===== src/rtl/pc_gen_pkg.sv =====
// Shared definitions for the fetch-PC generator: BTB counter encodings,
// default vectors and saturating counter helpers.
package pc_gen_pkg;

    typedef enum logic [1:0] {
        SNT = 2'b00,
        WNT = 2'b01,
        WT  = 2'b10,
        ST  = 2'b11
    } ctr_t;

    localparam int          XLEN_DEF     = 32;
    localparam int          TAG_W_DEF    = 8;
    localparam logic [31:0] RESET_PC_DEF = 32'h0000_0000;
    localparam logic [31:0] EXC_VEC_DEF  = 32'h0000_0004;

    // Entry layout at the default widths; pc_btb rebuilds it from its own parameters.
    typedef struct packed {
        logic                 valid;
        logic [TAG_W_DEF-1:0] tag;
        logic [XLEN_DEF-1:0]  target;
        ctr_t                 ctr;
    } btb_entry_t;

    function automatic ctr_t ctr_inc(input ctr_t c);
        return (c == ST) ? ST : ctr_t'(c + 2'd1);
    endfunction

    function automatic ctr_t ctr_dec(input ctr_t c);
        return (c == SNT) ? SNT : ctr_t'(c - 2'd1);
    endfunction

endpackage


===== src/rtl/pc_gen_btb_if.sv =====
// Fetch-PC generator bus: back-end control/training inputs and IF-stage outputs.
// master drives the controls (back end), slave is the PC generator.
interface pc_gen_btb_if #(
    parameter int XLEN = pc_gen_pkg::XLEN_DEF
) ();
    logic            stall_if_i;
    logic            redirect_valid_i;
    logic [XLEN-1:0] redirect_pc_i;
    logic            exception_i;
    logic            upd_valid_i;
    logic [XLEN-1:0] upd_pc_i;
    logic [XLEN-1:0] upd_target_i;
    logic            upd_taken_i;
    logic [XLEN-1:0] pc_if_o;
    logic [XLEN-1:0] pc_plus_4_if_o;
    logic            pred_taken_if_o;
    logic [XLEN-1:0] pred_target_if_o;

    modport master (
        output stall_if_i, redirect_valid_i, redirect_pc_i, exception_i,
        output upd_valid_i, upd_pc_i, upd_target_i, upd_taken_i,
        input  pc_if_o, pc_plus_4_if_o, pred_taken_if_o, pred_target_if_o
    );

    modport slave (
        input  stall_if_i, redirect_valid_i, redirect_pc_i, exception_i,
        input  upd_valid_i, upd_pc_i, upd_target_i, upd_taken_i,
        output pc_if_o, pc_plus_4_if_o, pred_taken_if_o, pred_target_if_o
    );
endinterface


===== src/rtl/pc_btb.sv =====
// Direct-mapped branch target buffer with 2-bit saturating counters:
// combinational lookup, training/allocation on upd_valid_i, valid/counter clear on reset.
module pc_btb
    import pc_gen_pkg::*;
#(
    parameter int XLEN        = XLEN_DEF,
    parameter int BTB_ENTRIES = 16,
    parameter int TAG_W       = TAG_W_DEF
) (
    input  logic            clk,
    input  logic            rst_n,
    input  logic [XLEN-1:0] lookup_pc_i,
    output logic            pred_taken_o,
    output logic [XLEN-1:0] pred_target_o,
    input  logic            upd_valid_i,
    input  logic [XLEN-1:0] upd_pc_i,
    input  logic [XLEN-1:0] upd_target_i,
    input  logic            upd_taken_i
);
    localparam int IDX_W = $clog2(BTB_ENTRIES);

    typedef struct packed {
        logic             valid;
        logic [TAG_W-1:0] tag;
        logic [XLEN-1:0]  target;
        ctr_t             ctr;
    } entry_t;

    entry_t entries_q [BTB_ENTRIES];
    entry_t entries_d [BTB_ENTRIES];

    logic [IDX_W-1:0] lk_idx, up_idx;
    logic [TAG_W-1:0] lk_tag, up_tag;
    logic             lk_hit, up_hit;
    logic             unused_pc_bits;

    assign lk_idx = lookup_pc_i[IDX_W+1:2];
    assign lk_tag = lookup_pc_i[IDX_W+TAG_W+1:IDX_W+2];
    assign up_idx = upd_pc_i[IDX_W+1:2];
    assign up_tag = upd_pc_i[IDX_W+TAG_W+1:IDX_W+2];

    // Word-offset and bits above the tag take no part in indexing or matching.
    assign unused_pc_bits = ^{lookup_pc_i, upd_pc_i};

    assign lk_hit = entries_q[lk_idx].valid && (entries_q[lk_idx].tag == lk_tag);
    assign up_hit = entries_q[up_idx].valid && (entries_q[up_idx].tag == up_tag);

    // Lookup reads the registered array only, so a same-cycle update is not bypassed.
    assign pred_taken_o  = lk_hit && entries_q[lk_idx].ctr[1];
    assign pred_target_o = pred_taken_o ? entries_q[lk_idx].target : '0;

    always_comb begin
        entries_d = entries_q;
        if (upd_valid_i) begin
            if (up_hit) begin
                if (upd_taken_i) begin
                    entries_d[up_idx].ctr    = ctr_inc(entries_q[up_idx].ctr);
                    entries_d[up_idx].target = upd_target_i;
                end else begin
                    entries_d[up_idx].ctr    = ctr_dec(entries_q[up_idx].ctr);
                end
            end else if (upd_taken_i) begin
                entries_d[up_idx].valid  = 1'b1;
                entries_d[up_idx].tag    = up_tag;
                entries_d[up_idx].target = upd_target_i;
                entries_d[up_idx].ctr    = WT;
            end
        end
    end

    // Tags and targets are don't-care while invalid, so only valid/ctr are reset.
    always_ff @(posedge clk) begin
        if (!rst_n) begin
            for (int i = 0; i < BTB_ENTRIES; i++) begin
                entries_q[i].valid <= 1'b0;
                entries_q[i].ctr   <= WNT;
            end
        end else begin
            entries_q <= entries_d;
        end
    end

endmodule


===== src/rtl/pc_gen_btb.sv =====
// IF-stage fetch-PC generator: PC register, exception/redirect/stall/prediction
// priority mux and BTB. Optional perf counters enabled by defining PC_GEN_PERF_EN.
module pc_gen_btb
    import pc_gen_pkg::*;
#(
    parameter int              XLEN        = XLEN_DEF,
    parameter logic [XLEN-1:0] RESET_PC    = XLEN'(RESET_PC_DEF),
    parameter logic [XLEN-1:0] EXC_VEC     = XLEN'(EXC_VEC_DEF),
    parameter int              BTB_ENTRIES = 16,
    parameter int              TAG_W       = TAG_W_DEF
) (
    input  logic        clk,
    input  logic        rst_n,
`ifdef PC_GEN_PERF_EN
    output logic [31:0] redirect_cnt_o,
    output logic [31:0] btb_hit_cnt_o,
`endif
    pc_gen_btb_if.slave bus
);
    logic [XLEN-1:0] pc_q, pc_d;
    logic            pred_taken;
    logic [XLEN-1:0] pred_target;
    logic            unused_redirect_bits;

    pc_btb #(
        .XLEN        (XLEN),
        .BTB_ENTRIES (BTB_ENTRIES),
        .TAG_W       (TAG_W)
    ) u_btb (
        .clk           (clk),
        .rst_n         (rst_n),
        .lookup_pc_i   (pc_q),
        .pred_taken_o  (pred_taken),
        .pred_target_o (pred_target),
        .upd_valid_i   (bus.upd_valid_i),
        .upd_pc_i      (bus.upd_pc_i),
        .upd_target_i  (bus.upd_target_i),
        .upd_taken_i   (bus.upd_taken_i)
    );

    assign bus.pc_if_o          = pc_q;
    assign bus.pc_plus_4_if_o   = pc_q + XLEN'(4);
    assign bus.pred_taken_if_o  = pred_taken;
    assign bus.pred_target_if_o = pred_target;

    // Redirect targets are forced word-aligned.
    assign unused_redirect_bits = ^bus.redirect_pc_i[1:0];

    always_comb begin
        pc_d = pc_q;
        if (bus.exception_i) begin
            pc_d = EXC_VEC;
        end else if (bus.redirect_valid_i) begin
            pc_d = {bus.redirect_pc_i[XLEN-1:2], 2'b00};
        end else if (bus.stall_if_i) begin
            pc_d = pc_q;
        end else if (pred_taken) begin
            pc_d = pred_target;
        end else begin
            pc_d = pc_q + XLEN'(4);
        end
    end

    always_ff @(posedge clk) begin
        if (!rst_n) begin
            pc_q <= RESET_PC;
        end else begin
            pc_q <= pc_d;
        end
    end

`ifdef PC_GEN_PERF_EN
    logic [31:0] redirect_cnt_q, redirect_cnt_d;
    logic [31:0] btb_hit_cnt_q, btb_hit_cnt_d;
    logic        backend_redir;

    assign backend_redir = bus.redirect_valid_i || bus.exception_i;

    // A hit only counts when the prediction actually steers fetch.
    always_comb begin
        redirect_cnt_d = redirect_cnt_q + {31'd0, backend_redir};
        btb_hit_cnt_d  = btb_hit_cnt_q
                       + {31'd0, pred_taken && !bus.stall_if_i && !backend_redir};
    end

    always_ff @(posedge clk) begin
        if (!rst_n) begin
            redirect_cnt_q <= '0;
            btb_hit_cnt_q  <= '0;
        end else begin
            redirect_cnt_q <= redirect_cnt_d;
            btb_hit_cnt_q  <= btb_hit_cnt_d;
        end
    end

    assign redirect_cnt_o = redirect_cnt_q;
    assign btb_hit_cnt_o  = btb_hit_cnt_q;
`else
    // Performance counters are not built in this configuration.
`endif

endmodule


===== src/flat_wrapper.sv =====
// flat-port wrapper written by rule: the top's interface ports become plain ports
module pc_gen_btb_flat import pc_gen_pkg::*;
#(
    parameter int              XLEN        = XLEN_DEF,
    parameter logic [XLEN-1:0] RESET_PC    = XLEN'(RESET_PC_DEF),
    parameter logic [XLEN-1:0] EXC_VEC     = XLEN'(EXC_VEC_DEF),
    parameter int              BTB_ENTRIES = 16,
    parameter int              TAG_W       = TAG_W_DEF
)
  (clk, rst_n, bus_stall_if_i, bus_redirect_valid_i, bus_redirect_pc_i, bus_exception_i, bus_upd_valid_i, bus_upd_pc_i, bus_upd_target_i, bus_upd_taken_i, bus_pc_if_o, bus_pc_plus_4_if_o, bus_pred_taken_if_o, bus_pred_target_if_o);
  pc_gen_btb_if #(.XLEN(XLEN)) bus_i ();
  input  logic clk;
  input  logic rst_n;
  input wire logic [$bits(bus_i.stall_if_i)-1:0] bus_stall_if_i;
  input wire logic [$bits(bus_i.redirect_valid_i)-1:0] bus_redirect_valid_i;
  input wire logic [$bits(bus_i.redirect_pc_i)-1:0] bus_redirect_pc_i;
  input wire logic [$bits(bus_i.exception_i)-1:0] bus_exception_i;
  input wire logic [$bits(bus_i.upd_valid_i)-1:0] bus_upd_valid_i;
  input wire logic [$bits(bus_i.upd_pc_i)-1:0] bus_upd_pc_i;
  input wire logic [$bits(bus_i.upd_target_i)-1:0] bus_upd_target_i;
  input wire logic [$bits(bus_i.upd_taken_i)-1:0] bus_upd_taken_i;
  output wire logic [$bits(bus_i.pc_if_o)-1:0] bus_pc_if_o;
  output wire logic [$bits(bus_i.pc_plus_4_if_o)-1:0] bus_pc_plus_4_if_o;
  output wire logic [$bits(bus_i.pred_taken_if_o)-1:0] bus_pred_taken_if_o;
  output wire logic [$bits(bus_i.pred_target_if_o)-1:0] bus_pred_target_if_o;
  assign bus_i.stall_if_i = bus_stall_if_i;
  assign bus_i.redirect_valid_i = bus_redirect_valid_i;
  assign bus_i.redirect_pc_i = bus_redirect_pc_i;
  assign bus_i.exception_i = bus_exception_i;
  assign bus_i.upd_valid_i = bus_upd_valid_i;
  assign bus_i.upd_pc_i = bus_upd_pc_i;
  assign bus_i.upd_target_i = bus_upd_target_i;
  assign bus_i.upd_taken_i = bus_upd_taken_i;
  assign bus_pc_if_o = bus_i.pc_if_o;
  assign bus_pc_plus_4_if_o = bus_i.pc_plus_4_if_o;
  assign bus_pred_taken_if_o = bus_i.pred_taken_if_o;
  assign bus_pred_target_if_o = bus_i.pred_target_if_o;
  pc_gen_btb #(.XLEN(XLEN), .RESET_PC(RESET_PC), .EXC_VEC(EXC_VEC), .BTB_ENTRIES(BTB_ENTRIES), .TAG_W(TAG_W)) u_core (.clk(clk), .rst_n(rst_n), .bus(bus_i));
endmodule

===== config.mk =====
export PLATFORM = sky130hd
export DESIGN_NAME = pc_gen_btb_flat
export DESIGN_NICKNAME = d
export VERILOG_FILES = /design/src/rtl/pc_gen_pkg.sv /design/src/rtl/pc_gen_btb_if.sv /design/src/rtl/pc_btb.sv /design/src/rtl/pc_gen_btb.sv /design/src/flat_wrapper.sv
export SDC_FILE = /design/constraint.sdc
export NUM_CORES = 2
export LEC_CHECK = 0
export CAP_MARGIN = 5
export CELL_PAD_IN_SITES_DETAIL_PLACEMENT = 0
export CELL_PAD_IN_SITES_GLOBAL_PLACEMENT = 1
export CORE_MARGIN = 2
export CORE_UTILIZATION = 35
export DETAILED_ROUTE_END_ITERATION = 16
export GPL_TIMING_DRIVEN = 0
export HOLD_SLACK_MARGIN = 0.08
export PLACE_DENSITY_LB_ADDON = 0.1
export SLEW_MARGIN = 5
export SYNTH_ARGS = -nofsm -noshare
export SYNTH_HDL_FRONTEND = slang
export SYNTH_HIERARCHICAL = 1
export SYNTH_SLANG_ARGS = --single-unit

===== constraint.sdc =====
create_clock -name clk -period 16.7 [get_ports clk]
set_clock_uncertainty 0.1 [all_clocks]
set_input_delay 2.505 -clock clk [delete_from_list [all_inputs] [get_ports clk]]
set_output_delay 2.505 -clock clk [all_outputs]
set_load 0.05 [all_outputs]

======== Yosys cells after proc, flatten, opt, wreduce, memory -nomap -nowiden ========
Index checks and enable logic that the tools add are counted.
word-level totals
  register bits ........................... 720
  bits of input ports ..................... 103
  output and inout port bits .............. 97
  logic and storage cells ................. 122
operators by class
  add/subtract/negate cells ............... 3
  $lt $le $gt $ge ......................... 3
  eq/ne operators ......................... 5
  muxes and demuxes ....................... 31
  bitwise logic cells ..................... 3
  reductions and logical operators ........ 10
operator list
  operator               number
  $bwmux 688             7
  $mux 688               3
  $demux 43 s4           4
  $bmux 43 s4            2
  $mux 43                5
  $mux 32                4
  $mux 42                1
  $mux 34                1
  $add 32x3->32 const B  1
  $eq 8x8->1             2
  $ge 5x5->1 const B     2
  $not 4->5              2
  $mux 2                 3
  $lt 5x1->1 const B     1
  $logic_and 1x1->1      4
  $mux 3                 1
  $ne 3x1->1 const B     1
  $reduce_and 3->1       1
  $reduce_or 3->1        1
  $add 2x1->2 const B    1
  $eq 2x2->1 const B     1
  $logic_not 2->1        1
  $ne 2x1->1 const B     1
  $reduce_and 2->1       1
  other kinds (4)        4

======== Depth between registers and ports, before layout ========
  depth after elaboration ................. 12
  gate-level depth with buffers ........... 18

======== Cells and area by module ========
The synthesis kept the hierarchy.
by module, submodules not included
  module      times used  cells each  area each (um2)  seq. area each (um2)
  pc_btb      1           3,060       36,223.5         20,179.4
  pc_gen_btb  1           293         2,234.6          640.6

======== Worst setup path before layout ========
OpenSTA, ideal clock, no wires.
  kind .................................... input port to flip-flop
  from .................................... input port bus_upd_valid_i
  to ...................................... register u_core/u_btb/entries_q[464] in the netlist's numbering, enable pin
  arrival time ............................ 16.688 ns
  setup slack ............................. -0.459 ns
  stages on the path ...................... 5
  cells stage by stage .................... clkbuf_1 -> and3_1 -> nand2_1 -> clkbuf_1 -> nor2_1
on the way
  longest elaborated chain between the ends .. 1
RTL lines
  item                               line                text
  start, declared                    flat_wrapper.sv:18  input wire logic [$bits(bus_i.upd_valid_i)-1:0] bus_upd_valid_i;
  $reduce_and 3->1 (no source line)  n/a
  end signal, assigned               pc_btb.sv:79        entries_q <= entries_d;
  end, declared                      pc_btb.sv:29        entry_t entries_q [BTB_ENTRIES];
Every way passes these cells.
A chain may end at the register's enable or synchronous reset.

======== Worst setup path in the final report ========
  from .................................... register u_core.pc_q[2] (netlist: u_core/bus.pc_if_o[2])
  to ...................................... output port bus_pred_target_if_o[13]
on the way
  longest elaborated chain between the ends .. 8
RTL lines
  item                                          line                                      text
  start, declared                               pc_gen_btb.sv:20                          logic [XLEN-1:0] pc_q, pc_d;
  start signal, assigned                        pc_gen_btb.sv:68                          pc_q <= pc_d;
  $not 4->5 (not written as such) *             pc_btb.sv:45, pc_btb.sv:49, pc_btb.sv:50
  $bmux 43 s4 *                                 pc_btb.sv:45, pc_btb.sv:49, pc_btb.sv:50
  $mux 43 (not written as such) * (2 in a row)  pc_btb.sv:50                              assign pred_target_o = pred_taken_o ? entries_q[lk_idx].target : '0;
  $eq 8x8->1                                    pc_btb.sv:45                              assign lk_hit = entries_q[lk_idx].valid && (entries_q[lk_idx].tag == lk_tag);
  $logic_and 1x1->1                             pc_btb.sv:45
  $logic_and 1x1->1                             pc_btb.sv:49                              assign pred_taken_o = lk_hit && entries_q[lk_idx].ctr[1];
  $mux 32 *                                     pc_btb.sv:50
  end, declared                                 flat_wrapper.sv:25                        output wire logic [$bits(bus_i.pred_target_if_o)-1:0] bus_pred_target_if_o;
Mark *: on every way between the ends. The rest lies on a longest branch, timed or not. The select of a mux whose other input is x is not followed.

==> results.py <==
metrics = {
    "finish": {
        "layout-drive-gt1-share_pct": 12.8,
        "area.growth.synth_to_final_pct": 16.8,
        "seq_area_mm2": 0.0208,
        "fin_cells": 5107,
        "fin_nets": 3728,
        "n_fill_cell": 10300,
        "multi_input_comb_area_mm2": 0.0163,
    },
    "critical_path": {
        "crit_top_cell": "buf_2",
        "crit_family": "buffers and inverters",
        "slowest_stage": "clkdlybuf4s50_1",
        "path_max_fanout": 10,
        "critical_path_class": "flop to primary output",
        "cp_cell_sequence": "buf_2, buf_2, buf_2, buf_2, buf_2, buf_2, a21oi_1, o31ai_1, nand4_1, clkbuf_1, nor2b_1, clkdlybuf4s50_1",
        "arrival_ns": 7.16,
        "critPathRequiredTime_ns": 14.10,
        "endpoint_kind": "primary output",
        "cp.buffers_inverters": 8,
        "critical_path.max_stage_delay_ns": 0.90,
        "worstSetupStartpointType": "flop",
    },
    "clock_tree": {
        "clk_transition_reported_paths_ns": 0.06,
        "clock_latency_ns": 0.68,
        "numClockSinks": 720,
        "cts_tree": "built",
        "ctsResizeCount": 0,
        "h-tree-depth": 3,
        "cts_setup_buffers": 0,
        "cts_root_buf": "clkbuf_16",
        "hold_buffers": 0,
        "cts_buffers": 88,
        "clockBufferDepth": 3,
    },
    "yosys": {
        "yosys-top-cells-count": "793 x nand2_1, 640 x edfxtp_1, 390 x a21oi_1",
        "yosysWarnings": 6,
        "synth_edf_count": 640,
        "ys_seq_area_share_pct": 54.1,
        "syn_area_per_cell_um2": 11.5,
        "netlist.area_leader.share_pct": 50.0,
        "synth_area_leaders": "edfxtp_1 50%, mux4_2 14%, nand2_1 7.7%, a21oi_1 5.1%, mux2i_1 5.0%",
        "ys_types": 63,
        "ys_seq_elements": 720,
        "syn_inst": 3353,
        "synth-main-ff-cell": "edfxtp_1",
        "synth_nets": 3457,
        "syn_area_mm2": 0.0385,
        "synth.most_common_cell": "nand2_1",
        "async_flop_share_pct": 0,
        "synth_area_leader_cell": "edfxtp_1",
    },
    "timing": {
        "drv_slew": 0,
        "fmax_mhz": 102,
        "tns_ns": 0,
        "finalSetupViolCount": 0,
        "fin_crit_ns": 9.76,
        "hold_viol_final": 0,
        "whs_ns": 0.392,
        "slew_headroom_pct": 4.33,
        "post-route-period-util_pct": 58.5,
        "rsz0062_at_grt": "false",
        "worst_pin_slew_ns": 1.43,
    },
    "floorplan": {
        "ios": 200,
        "rows": 121,
        "start_util_pct": 35.3,
        "fp.dieW_um": 335,
        "coreArea_mm2": 0.109,
        "fp.dieH_um": 335,
        "die-area_mm2": 0.113,
    },
    "drt": {
        "drt_first_pass_iters": 6,
        "drcViolationCount": 0,
        "routed_wl_um": 164000,
        "viasPerCell": 5.97,
        "vias": 30500,
        "wl_per_cell_um": 32.1,
        "ant_nets": 0,
        "drt_iter0_drc": 3802,
    },
    "global_routing": {
        "grt_overflow_total": 0,
        "grt_max_degree": 64,
        "track_usage_pct": 28.7,
        "grt_pass1_vias": 29200,
        "antenna_found_initial": 13,
        "grt_pass1_wl_um": 228000,
    },
    "flow_run": {
        "maxCapViolations": 0,
    },
    "place": {
        "io_buffer_count": 169,
        "dp_hpwl_um": 121000,
        "routabilityCongestion": 0.921,
        "numPlacedInstances": 4948,
    },
    "power_and_ir_drop": {
        "peakVddDrop_uv": 68.8,
        "power_density_mw_per_mm2": 96.0,
        "leakage_nw": 16.0,
    },
    "hold_path": {
        "min_path_type": "flop to flop",
    },
    "status": {
        "outcome": "completed",
    },
}
==> power by group <==
| part | total (mW) | leakage [nW] | switching (mW) | internal (mW) |
|---|---|---|---|---|
| Sequential | 2.03 | 6.26 | 0.0269 | 2.00 |
| Combinational | 0.451 | 8.48 | 0.295 | 0.155 |
| Clock | 1.83 | 1.28 | 0.801 | 1.03 |
| Total | 4.31 | 16.0 | 1.12 | 3.19 |
==> state kept, by name, summed over array words and instances, names as in the netlist <==
signal and cells:
u_core/bus.pc_if_o 32, u_core/u_btb/entries_q 688
==> through the flow <==
stage,cell area (µm²),total power [mW],setup slack [ns],util [%]
6_report,44900,4.31,6.94,41.2
4_1_cts,44900,4.34,6.75,41.2
2_1_floorplan,38500,2.31,5.92,-
3_5_place_dp,42200,2.51,7.48,38.8
5_1_grt,44900,4.43,6.56,41.2
3_3_place_gp,41900,2.51,0.222,38.5
==> final timing paths <==
kind / startpoint / endpoint / slack, ns / cells after the start
max: u_core/bus.pc_if_o[2]$_SDFFE_PN0P_ / bus_pred_target_if_o[13] / 6.94 / 12
min: u_core/u_btb/entries_q[85]$_SDFFE_PN0P_ / u_core/u_btb/entries_q[85]$_SDFFE_PN0P_ / 0.39 / 2
max reg2reg: u_core/bus.pc_if_o[2]$_SDFFE_PN0P_ / u_core/bus.pc_if_o[22]$_SDFFE_PP0P_ / 9.40 / 15
min reg2reg: u_core/u_btb/entries_q[85]$_SDFFE_PN0P_ / u_core/u_btb/entries_q[85]$_SDFFE_PN0P_ / 0.39 / 2
==> worst min-delay path: stages, from the launching register on <==
cell and delay [ns]:
dfxtp_1 0.32, nand2_1 0.05, o21ai_0 0.06
==> routing by layer <==
metal | global-route usage [%] | share of wire [%]
met5 | 0 | 0.026
met2 | 44.6 | 45
met3 | 5.73 | 9.7
met1 | 40.7 | 43
met4 | 8.09 | 2.6
==> cells by family after synthesis <==
family,synth area share (%)
AOI/OAI and AO/OA,7.67
xor gates and xnor gates,1.09
adders and majority gates,0.0586
buffers and inverters,3.55
DFF,54.1
muxes,19.1
and+or+nand+nor,14.4
==> layout make-up <==
class / count / area share, %
antenna: 4 / 0.0223
buffer: 316 / 2.93
clock buffer: 111 / 5.19
clock inverter: 44 / 0.705
inverter: 13 / 0.109
multi-input combinational: 2304 / 36.3
sequential: 720 / 46.4
tap: 1414 / 3.94
timing repair buffer: 181 / 4.41
==> cells in the final DEF (no fill, tap or decap), drive strengths merged, types with 9 or more instances in the layout <==
cell type / n
nand2: 793
edfxtp: 640
a21oi: 390
clkbuf: 323
nor2: 246
mux4: 238
mux2i: 192
clkdlybuf4s50: 169
buf: 116
and3: 94
dfxtp: 80
o21ai: 49
and2: 41
nor2b: 40
clkinv: 35
xnor2: 27
o211ai: 25
nand3: 24
xor2: 21
inv: 18
a221o: 16
nand4: 10
a22oi: 9
nor3: 9
(Power assumes the default switching activity.)
